[config.mk]
export PLATFORM = sky130hd
export DESIGN_NAME = pcie_tl_switch
export DESIGN_NICKNAME = d
export VERILOG_FILES = /design/src/rtl/pcie_tl_pkg.sv /design/src/rtl/tl_fifo.sv /design/src/rtl/pcie_tl_switch.sv
export SDC_FILE = /design/constraint.sdc
export NUM_CORES = 1
export LEC_CHECK = 0
export CAP_MARGIN = 20
export CORE_MARGIN = 2
export CORE_UTILIZATION = 60
export DETAILED_ROUTE_END_ITERATION = 8
export HOLD_SLACK_MARGIN = 0.05
export PLACE_DENSITY = 0.78
export SLEW_MARGIN = 20
export SYNTH_ARGS = -nofsm -noshare
export SYNTH_HDL_FRONTEND = slang
export SYNTH_HIERARCHICAL = 1
export SYNTH_SLANG_ARGS = --single-unit
export TNS_END_PERCENT = 1
[constraint.sdc]
create_clock -name clk -period 7 [get_ports clk]
set_input_delay 1.75 -clock clk [delete_from_list [all_inputs] [get_ports clk]]
set_output_delay 1.75 -clock clk [all_outputs]
set_load 0.01 [all_outputs]
[src/rtl/pcie_tl_pkg.sv]
// Shared definitions for the transaction-layer switch: FSM encoding and routing helper.
package pcie_tl_pkg;

  localparam int STATE_W = 4;

  typedef enum logic [STATE_W-1:0] {
    ST_RESET  = 4'd0,
    ST_INIT   = 4'd1,
    ST_IDLE   = 4'd2,
    ST_ACTIVE = 4'd3
  } state_t;

  // Destination channel carried in the top dw bits of a data_w-bit word.
  function automatic logic [63:0] dest_of(input logic [63:0] word, input int data_w, input int dw);
    return (word >> (data_w - dw)) & ((64'd1 << dw) - 64'd1);
  endfunction

endpackage

[src/rtl/tl_fifo.sv]
// Circular FIFO with threshold flags and a sticky overflow flag.
// FWFT=1 exposes the head combinationally; FWFT=0 registers the popped word.
module tl_fifo #(
  parameter int DATA_W = 10,
  parameter int DEPTH  = 8,
  parameter bit FWFT   = 1'b1,
  localparam int AW    = $clog2(DEPTH)
) (
  input  logic              clk,
  input  logic              reset,
  input  logic              push,
  input  logic              pop,
  input  logic [DATA_W-1:0] din,
  input  logic [AW:0]       thr_hi,
  input  logic [AW:0]       thr_lo,
  output logic [DATA_W-1:0] dout,
  output logic              empty,
  output logic              full,
  output logic              almost_full,
  output logic              almost_empty,
  output logic              empty_next,
  output logic              overflow
);

  localparam logic [AW:0] FULL_CNT = (AW+1)'(DEPTH);

  logic [DATA_W-1:0] mem [DEPTH];
  logic [AW-1:0]     rd_ptr, wr_ptr;
  logic [AW:0]       count, count_nxt;
  logic              pop_ok, push_ok;

  // A pop in the same cycle frees a slot, so a push into a full FIFO still lands.
  assign pop_ok       = pop && (count != '0);
  assign push_ok      = push && ((count != FULL_CNT) || pop_ok);
  assign count_nxt    = count + (AW+1)'(push_ok) - (AW+1)'(pop_ok);
  assign empty        = (count == '0);
  assign full         = (count == FULL_CNT);
  assign almost_full  = (count >= thr_hi);
  assign almost_empty = (count <= thr_lo);
  assign empty_next   = (count_nxt == '0);

  // Pointer, occupancy and sticky overflow bookkeeping.
  always_ff @(posedge clk) begin
    if (!reset) begin
      rd_ptr   <= '0;
      wr_ptr   <= '0;
      count    <= '0;
      overflow <= 1'b0;
    end else begin
      if (push_ok) wr_ptr <= wr_ptr + 1'b1;
      if (pop_ok)  rd_ptr <= rd_ptr + 1'b1;
      count <= count_nxt;
      if (push && !push_ok) overflow <= 1'b1;
    end
  end

  // Storage is deliberately left out of reset.
  always_ff @(posedge clk) begin
    if (reset && push_ok) mem[wr_ptr] <= din;
  end

  if (FWFT) begin : g_fwft
    assign dout = mem[rd_ptr];
  end else begin : g_reg
    // Registered read: the head moves to dout only on a successful pop.
    always_ff @(posedge clk) begin
      if (!reset)      dout <= '0;
      else if (pop_ok) dout <= mem[rd_ptr];
    end
  end

endmodule

[src/rtl/pcie_tl_switch.sv]
// NCH-port switch: input FIFOs, round-robin arbiter routing by destination field,
// output FIFOs with registered reads, and per-output popped-word counters.
module pcie_tl_switch
  import pcie_tl_pkg::*;
#(
  parameter int NCH    = 4,
  parameter int DATA_W = 10,
  parameter int DEPTH  = 8,
  parameter int CNT_W  = 5,
  localparam int DW    = $clog2(NCH),
  localparam int AW    = $clog2(DEPTH)
) (
  input  logic                  clk,
  input  logic                  reset,
  input  logic                  init,
  input  logic [AW:0]           umbral_alto,
  input  logic [AW:0]           umbral_bajo,
  input  logic [NCH-1:0]        push_in,
  input  logic [NCH*DATA_W-1:0] data_in,
  input  logic [NCH-1:0]        pop_out,
  output logic [NCH*DATA_W-1:0] data_out,
  output logic [NCH-1:0]        out_empty,
  output logic [NCH-1:0]        out_almost_empty,
  output logic [NCH-1:0]        in_almost_full,
  output logic [NCH-1:0]        error,
  input  logic                  req,
  input  logic [DW-1:0]         idx,
  output logic [CNT_W-1:0]      contador,
  output logic                  valid,
  output logic [STATE_W-1:0]    state
);

  state_t            st;
  logic [AW:0]       alto, bajo;
  logic [DATA_W-1:0] in_head [NCH];
  logic [DW-1:0]     in_dest [NCH];
  logic [NCH-1:0]    in_empty, in_empty_nxt, in_push, in_pop, in_full, in_aempty;
  logic [NCH-1:0]    out_push, out_afull, out_full, out_empty_nxt, out_ovf;
  logic [NCH-1:0]    cand;
  logic [DATA_W-1:0] out_din;
  logic [DW-1:0]     last_grant, grant_idx, cand_idx;
  logic              grant_valid, xfer;
  logic [CNT_W-1:0]  word_cnt [NCH];
  logic              unused_sigs;

  assign state       = st;
  assign xfer        = grant_valid && (st == ST_ACTIVE);
  assign out_din     = in_head[grant_idx];
  assign unused_sigs = ^{in_full, in_aempty, out_empty_nxt, out_ovf};

  for (genvar i = 0; i < NCH; i++) begin : g_ch
    assign in_push[i]  = push_in[i] && (st != ST_RESET);
    assign in_pop[i]   = xfer && (grant_idx == DW'(i));
    assign in_dest[i]  = DW'(dest_of(64'(in_head[i]), DATA_W, DW));
    assign cand[i]     = !in_empty[i] && !out_afull[in_dest[i]] && !out_full[in_dest[i]];
    assign out_push[i] = xfer && (in_dest[grant_idx] == DW'(i));

    tl_fifo #(.DATA_W(DATA_W), .DEPTH(DEPTH), .FWFT(1'b1)) u_in (
      .clk(clk), .reset(reset), .push(in_push[i]), .pop(in_pop[i]),
      .din(data_in[i*DATA_W +: DATA_W]), .thr_hi(alto), .thr_lo(bajo),
      .dout(in_head[i]), .empty(in_empty[i]), .full(in_full[i]),
      .almost_full(in_almost_full[i]), .almost_empty(in_aempty[i]),
      .empty_next(in_empty_nxt[i]), .overflow(error[i])
    );

    tl_fifo #(.DATA_W(DATA_W), .DEPTH(DEPTH), .FWFT(1'b0)) u_out (
      .clk(clk), .reset(reset), .push(out_push[i]), .pop(pop_out[i]),
      .din(out_din), .thr_hi(alto), .thr_lo(bajo),
      .dout(data_out[i*DATA_W +: DATA_W]), .empty(out_empty[i]), .full(out_full[i]),
      .almost_full(out_afull[i]), .almost_empty(out_almost_empty[i]),
      .empty_next(out_empty_nxt[i]), .overflow(out_ovf[i])
    );
  end

  // Round-robin search starting after the last granted channel; the last one checked is last_grant itself.
  always_comb begin
    grant_valid = 1'b0;
    grant_idx   = '0;
    cand_idx    = '0;
    for (int k = 1; k <= NCH; k++) begin
      cand_idx = last_grant + DW'(k);
      if (!grant_valid && cand[cand_idx]) begin
        grant_valid = 1'b1;
        grant_idx   = cand_idx;
      end
    end
  end

  // Control FSM; init always wins over the idle/active transitions.
  always_ff @(posedge clk) begin
    if (!reset) begin
      st <= ST_RESET;
    end else begin
      case (st)
        ST_RESET:  st <= ST_INIT;
        ST_INIT:   if (!init) st <= ST_IDLE;
        ST_IDLE:   if (init) st <= ST_INIT;
                   else if (!(&in_empty)) st <= ST_ACTIVE;
        ST_ACTIVE: if (init) st <= ST_INIT;
                   else if (&in_empty_nxt) st <= ST_IDLE;
        default:   st <= ST_RESET;
      endcase
    end
  end

  // Thresholds follow the inputs for as long as the FSM sits in INIT.
  always_ff @(posedge clk) begin
    if (!reset) begin
      alto <= (AW+1)'(DEPTH-1);
      bajo <= (AW+1)'(1);
    end else if (st == ST_INIT) begin
      alto <= umbral_alto;
      bajo <= umbral_bajo;
    end
  end

  // Remember the winner so the next search starts just past it.
  always_ff @(posedge clk) begin
    if (!reset)    last_grant <= DW'(NCH-1);
    else if (xfer) last_grant <= grant_idx;
  end

  // Count words actually delivered on each output; pops on an empty FIFO do not count.
  always_ff @(posedge clk) begin
    for (int j = 0; j < NCH; j++) begin
      if (!reset)                          word_cnt[j] <= '0;
      else if (pop_out[j] && !out_empty[j]) word_cnt[j] <= word_cnt[j] + 1'b1;
    end
  end

  // Counter readback is only honoured while idle.
  always_ff @(posedge clk) begin
    if (!reset) begin
      valid    <= 1'b0;
      contador <= '0;
    end else if (req && (st == ST_IDLE)) begin
      valid    <= 1'b1;
      contador <= word_cnt[idx];
    end else begin
      valid    <= 1'b0;
      contador <= '0;
    end
  end

endmodule

Word level (Yosys, flattened, before mapping)
Memories as Yosys holds them, arrays and structs flattened. A register that Yosys moved wholly into a read port is not among the register bits.
Index checks and enable logic that the tools add are counted.
{ "word_totals": {"n_memories": 9, "register_bits": 99, "inputBits": 62, "output_inout_bits": 66, "ramBits": 660, "elab_cells": 338} }
{ "mem_list": {"columns": ["memory", "depth", "word_bits", "read_ports", "rd_ports_with_merged_regs", "write_ports", "line_no", "rtl"], "rows": [
  ["g_ch[0].u_in.mem", 8, 10, 1, 1, 1, "tl_fifo.sv:27", "logic [DATA_W-1:0] mem [DEPTH];"],
  ["g_ch[0].u_out.mem", 8, 10, 1, 1, 1, "tl_fifo.sv:27", null],
  ["g_ch[1].u_in.mem", 8, 10, 1, 1, 1, "tl_fifo.sv:27", null],
  ["g_ch[1].u_out.mem", 8, 10, 1, 1, 1, "tl_fifo.sv:27", null],
  ["g_ch[2].u_in.mem", 8, 10, 1, 1, 1, "tl_fifo.sv:27", null],
  ["g_ch[2].u_out.mem", 8, 10, 1, 1, 1, "tl_fifo.sv:27", null],
  ["+3 memories", null, null, null, null, null, null, null]
]} }
{ "classes": {"n_bitwise": 5, "eq_ne": 24, "n_addsub": 39, "n_lt_le_gt_ge": 21, "n_reduce_logical": 121, "muxes": 86} }
{ "op_table": {"columns": ["op", "n"], "rows": [
  ["logical AND 1 bit", 57],
  ["zero test 4 bit", 13],
  ["adder 3 x 1 -> 3 bit (second input constant)", 16],
  ["2-to-1 mux 1 bit", 46],
  ["nonzero test 4 bit", 9],
  ["adder 4 x 1 -> 4 bit", 8],
  [">= comparator 4 bit", 8],
  ["inequality test 4 bit (second input constant)", 8],
  ["subtractor 4 x 1 -> 4 bit", 8],
  ["zero test 1 bit", 28],
  ["binary-select mux 1 bit (select 2 bit)", 12],
  ["less-than comparator 2 x 3 -> 1 bit (second input constant)", 8],
  ["2-to-1 mux 3 bit", 8],
  ["adder 5 x 1 -> 5 bit (second input constant)", 4],
  ["binary-select mux 10 bit (select 2 bit)", 1],
  ["2-to-1 mux 10 bit", 2],
  ["2-to-1 mux 4 bit", 5],
  ["2-to-1 mux 5 bit", 4],
  ["equality test 4 bit (second input constant)", 4],
  ["<= comparator 4 bit", 4],
  ["one-hot mux 4 bit (4 select lines)", 1],
  ["2-to-1 mux 2 bit", 6],
  ["equality test 2 bit (second input constant)", 4],
  ["equality test 4 x 2 -> 1 bit (second input constant)", 2],
  ["other kinds (16)", 30]
]} }

Longest topological paths before layout
{ "depth": {"word_depth": 30, "mapped_depth": 24} }

Cells and area by module
The synthesis kept the hierarchy.
{ "by_module_without_submodules": {"columns": ["mod", "cells_per_inst", "n_inst", "seq_area_each_um2", "area_each_um2"], "rows": [
  ["tl_fifo at g_ch[0].u_out ...", 273, 4, 2822.7, 4237.8],
  ["tl_fifo at g_ch[0].u_in ...", 242, 3, 2682.6, 4100.2],
  ["tl_fifo at g_ch[3].u_in", 241, 1, 2682.6, 4101.4],
  ["pcie_tl_switch", 236, 1, 960.9, 2407.3]
]} }

Least setup slack after synthesis
No wires, ideal clock.
{ "synth_path": {"path_kind": "reg-to-reg", "startpoint": "register alto[0]", "endpoint": "memory g_ch[1].u_out.mem[1][0] (enable)", "path_stages_with_launch": 16, "t_arrival_ns": 5.635, "period_less_slack_ns": 6.039, "t_required_ns": 6.596, "setup_time_ns": 0.404, "slack_ns": 0.961, "path_buffers": 1, "cell_sequence": "dfxtp_1 > ha_1 > nand2b_1 > a21o_1 > a21o_1 > a21o_1 > or2_1 > mux4_2 > o2bb2a_1 > o221a_2 > buf_2 > mux2i_1 > mux2i_1 > nor3b_2 > o21ai_4 > nor4_1"} }
{ "synth_between": {"elab_chain_cells": 28, "word_cells_on_any_way": 57, "cone_classes": "4 x order compare; 1 x eq/ne; 29 x mux; 1 x bitwise; 22 x reduce/logical"} }
{ "synth_lines": {"columns": ["element", "line_no", "rtl"], "rows": [
  ["start, declared", "pcie_tl_switch.sv:34", "logic [AW:0] alto, bajo;"],
  ["start signal, assigned", "pcie_tl_switch.sv:109", "alto <= (AW+1)'(DEPTH-1);"],
  ["start signal, assigned", "pcie_tl_switch.sv:112", "alto <= umbral_alto;"],
  [">= comparator 4 bit *", "tl_fifo.sv:38", "assign almost_full = (count >= thr_hi);"],
  ["via out_afull[1]", "pcie_tl_switch.sv:38", "logic [NCH-1:0] out_push, out_afull, out_full, out_empty_nxt, out_ovf;"],
  ["binary-select mux 1 bit (select 2 bit)", "pcie_tl_switch.sv:55", "assign cand[i] = !in_empty[i] && !out_afull[in_dest[i]] && !out_full[in_dest[i]];"],
  ["2-to-1 mux 1 bit (implied by the code)", "pcie_tl_switch.sv:55", null],
  ["zero test 1 bit", "pcie_tl_switch.sv:55", null],
  ["logical AND 1 bit (2 in series)", "pcie_tl_switch.sv:55", null],
  ["binary-select mux 1 bit (select 2 bit)", "pcie_tl_switch.sv:82", "if (!grant_valid && cand[cand_idx]) begin"],
  ["2-to-1 mux 1 bit (implied by the code)", "pcie_tl_switch.sv:82", null],
  ["[... 12 more ...]", null, null],
  ["2-to-1 mux 2 bit (implied by the code) (2 in series)", "pcie_tl_switch.sv:56", "assign out_push[i] = xfer && (in_dest[grant_idx] == DW'(i));"],
  ["equality test 2 x 1 -> 1 bit", "pcie_tl_switch.sv:56", null],
  ["logical AND 1 bit *", "pcie_tl_switch.sv:56", null],
  ["via out_push[1]", "pcie_tl_switch.sv:38", null],
  ["logical AND 1 bit *", "tl_fifo.sv:34", "assign push_ok = push && ((count != FULL_CNT) || pop_ok);"],
  ["logical AND 1 bit *", "tl_fifo.sv:59", "if (reset && push_ok) mem[wr_ptr] <= din;"],
  ["2-to-1 mux 1 bit *", "tl_fifo.sv:59", null],
  ["2-to-1 mux 1 bit (implied by the code) *", "tl_fifo.sv:59", null],
  ["end, declared", "tl_fifo.sv:27", null]
]} }
The timed path passes the listed nets; every way through them passes the cells marked *. The select of a mux whose other input is x is not followed.

Worst setup path after layout
{ "layout_path": {"startpoint": "register alto[0]", "endpoint": "memory g_ch[2].u_out.mem[2][3] (enable)"} }
{ "layout_between": {"elab_chain_cells": 28, "word_cells_on_any_way": 57, "cone_classes": "4 x order compare; 1 x eq/ne; 29 x mux; 1 x bitwise; 22 x reduce/logical"} }
{ "layout_lines": {"columns": ["element", "line_no"], "rows": [
  [">= comparator 4 bit *", "tl_fifo.sv:38"],
  ["via out_afull[3]", "pcie_tl_switch.sv:38"],
  ["binary-select mux 1 bit (select 2 bit)", "pcie_tl_switch.sv:55"],
  ["2-to-1 mux 1 bit (implied by the code)", "pcie_tl_switch.sv:55"],
  ["zero test 1 bit", "pcie_tl_switch.sv:55"],
  ["logical AND 1 bit (2 in series)", "pcie_tl_switch.sv:55"],
  ["binary-select mux 1 bit (select 2 bit)", "pcie_tl_switch.sv:82"],
  ["2-to-1 mux 1 bit (implied by the code)", "pcie_tl_switch.sv:82"],
  ["[... 12 more ...]", null],
  ["2-to-1 mux 2 bit (implied by the code) (2 in series)", "pcie_tl_switch.sv:56"],
  ["equality test 2 bit", "pcie_tl_switch.sv:56"],
  ["logical AND 1 bit *", "pcie_tl_switch.sv:56"],
  ["via out_push[2]", "pcie_tl_switch.sv:38"],
  ["logical AND 1 bit *", "tl_fifo.sv:34"],
  ["logical AND 1 bit *", "tl_fifo.sv:59"],
  ["2-to-1 mux 1 bit *", "tl_fifo.sv:59"],
  ["2-to-1 mux 1 bit (implied by the code) *", "tl_fifo.sv:59"],
  ["end, declared", "tl_fifo.sv:27"]
]} }
Marks and branches as above.

==> flow_metrics.py <==
metrics = {
    "clock_tree": {
        "htreeDepth": 3,
        "clock_sinks": 814,
        "cts_buffers": 82,
        "insertion_delay_ns": 0.63,
        "cts_resized": 0,
        "tritoncts": "done",
        "cts-root-buf": "clkbuf_16",
        "post-cts-setup-buffers": 0,
        "path_clk_slew_ns": 0.06,
        "hold_buffers": 0,
        "clock_path_buffers": 3,
    },
    "job": {
        "cap_violations": 0,
    },
    "power_and_ir_drop": {
        "pwr_density_cell_mw_per_mm2": 375,
        "p_leak_uw": 0.0139,
        "vdd_drop_max_v": 0.000379,
    },
    "detailed_routing": {
        "drt_iter0_markers": 1425,
        "remaining_drc_errors": 0,
        "routedWlPerCell_um": 23.0,
        "ant_nets": 0,
        "first_pass_iters": 6,
        "routed_wl_mm": 74.5,
        "detail_route.vias_per_cell": 6.04,
        "num_vias": 19556,
    },
    "cells_and_area": {
        "drive_above_1_share_pct": 13.9,
        "fill_cells": 3778,
        "synthToLayoutAreaGrowth_pct": 14.4,
        "antenna_cells": 0,
        "instances_no_fill": 3238,
        "nets": 2585,
    },
    "setup_path": {
        "critPathLaunch": "alto[0]",
        "cp_common_cell": "a21o_1",
        "critPathCaptureType": "flop",
        "worst-path-buf-inv": 0,
        "crit_chain": "ha_1 -> nand2b_1 -> a21o_1 -> a21o_1 -> a21o_1 -> or2_1 -> mux4_2 -> nor2_1 -> o221a_2 -> mux4_2 -> nor3b_1 -> o21a_4 -> nand2_2 -> nor3_2",
        "cp_data_required_time_ns": 7.25,
        "slowest_stage": "mux4_2",
        "cp_max_fo": 36,
        "start_kind": "flop",
        "r2r-start": "alto[0]",
        "reg2reg_depth": 14,
        "max_stage_delay_ns": 0.91,
        "path_delay_family": "simple AND/OR/NAND/NOR gates",
        "crit_arrival_ns": 6.59,
        "path_depth": 14,
        "crit_type": "flop to flop",
    },
    "place": {
        "place_inst": 3087,
        "portBuffers": 125,
        "place_congestion": 0.852,
        "dp_hpwl_mm": 48.0,
    },
    "worst_hold_path": {
        "hold_class": "flop to flop",
        "worstHoldStart": "g_ch[1].u_out/dout[3]",
        "hold_depth": 1,
    },
    "timing": {
        "max_slew_margin_pct": 25.1,
        "max_freq_ghz": 0.158,
        "min_period_over_period_pct": 90.6,
        "setup-violations-final": 0,
        "clock_skew_ns": 0.0337,
        "fin_tns_setup_ns": 0,
        "fin_crit_ns": 6.34,
        "rsz0062_at_grt": "no",
        "slew_viol_final": 0,
        "worstMarginPinSlew_ns": 1.12,
        "hold_viol_final": 0,
    },
    "global_route": {
        "grt_max_degree": 110,
        "antenna_found_initial": 2,
        "grt_first_pass_wirelength_mm": 115,
        "grt_pass1_vias": 20107,
        "grt-ovfl-total": 0,
        "grt_use_total_pct": 25.1,
    },
    "yosys": {
        "yosysWarnings": 6,
        "synth_area_mm2": 0.0352,
        "synth.avg_cell_area_um2": 15.8,
        "synthCells": 2227,
    },
    "die": {
        "die_width_um": 246,
        "core-area_mm2": 0.0579,
        "row_count": 88,
        "dieHeight_um": 246,
        "start_util_pct": 60.8,
        "io_pins": 128,
        "dieArea_mm2": 0.0606,
    },
    "status": {
        "status": "finished clean",
    },
}
worst reg2reg max path, delay by kind of cell (launching register included):
kind | cells | cell delay (ns)
AND/OR/NAND/NOR | 6 | 2.09
AO/OA/AOI/OAI | 5 | 1.58
multiplexers | 2 | 1.42
flip-flops | 1 | 0.57
adder cells (fa/ha/maj) | 1 | 0.30
metrics by stage:
step | hold WS [ns] | total power (uW) | utilization [%] | setup WS, ns | instance area (um2)
2_1_floorplan | 0.454 | 9060 | - | 0.992 | 35200
3_3_place_gp | 0.442 | 10500 | 64.7 | 0.947 | 37500
3_5_place_dp | 0.456 | 10700 | 64.7 | 0.710 | 37500
4_1_cts | 0.471 | 15200 | 69.5 | 0.665 | 40300
5_1_grt | 0.489 | 15700 | 69.6 | 0.264 | 40300
6_report | 0.468 | 15100 | 69.6 | 0.660 | 40300
area by class of cell:
| cell class | instances | area [um2] | area share, % |
|---|---|---|---|
| clock inverter | 44 | 548 | 1.36 |
| inverter | 123 | 465 | 1.16 |
| sequential | 814 | 22900 | 56.8 |
| multi-input combinational | 1200 | 11500 | 28.5 |
| tap | 765 | 957 | 2.38 |
| timing repair buffer | 186 | 1710 | 4.24 |
| clock buffer | 106 | 2220 | 5.52 |
layer usage:
metal  track usage [%]  part of all wire (%)
met3              4.13                   6.3
met4              9.74                   3.1
met5                 0                 0.036
met1              32.0                    40
met2              43.3                    51
sequential cells by signal, summed over array words and instances (netlist names), 5 cells and up, named ones only:
signal and count:
g_ch.u_in/rd_ptr 12, g_ch.u_out/mem 320, g_ch.u_out/rd_ptr 12, g_ch.u_in/wr_ptr 12, g_ch.u_in/count 16, g_ch.u_in/mem 320, contador 5, g_ch.u_out/wr_ptr 12
g_ch.u_out/count 16, word_cnt 20, g_ch.u_out/dout 40
report_power, final:
group          total (uW)  internal (uW)  switching [uW]
clock network        4460           2660            1800
logic                4140           1510            2630
registers            6510           6270             246
final timing paths:
| kind | slack, ns | to |
|---|---|---|
| max | 0.66 | g_ch[2].u_out/mem[2][3] |
| min | 0.47 | g_ch[1].u_out/dout[3] |
| max reg2reg | 0.66 | g_ch[2].u_out/mem[2][3] |
| min reg2reg | 0.47 | g_ch[1].u_out/dout[3] |
placed cells by master (no fill, tap or decap), types with 13 or more instances in the layout:
cell type          n
xor2_1            16
o21a_1            13
nand4_1           26
clkinv_2          15
a32o_1            44
mux2i_1          202
xnor2_1           20
nor2_1            67
dfxtp_1          150
buf_4             61
nor3_1            21
and2_1            25
ha_1             108
nand3b_1          15
nand2b_1          25
clkbuf_1          18
o21ai_0           19
edfxtp_1         660
nand2_1           80
nor2b_1           37
a21oi_1           27
nand3_1           36
clkdlybuf4s50_1  124
mux2_2            40
a22oi_1           80
clkbuf_16         84
nor3_2            14
inv_1            112
a21o_1            21
mux4_1            80
Power figures use the tool's default switching activity.
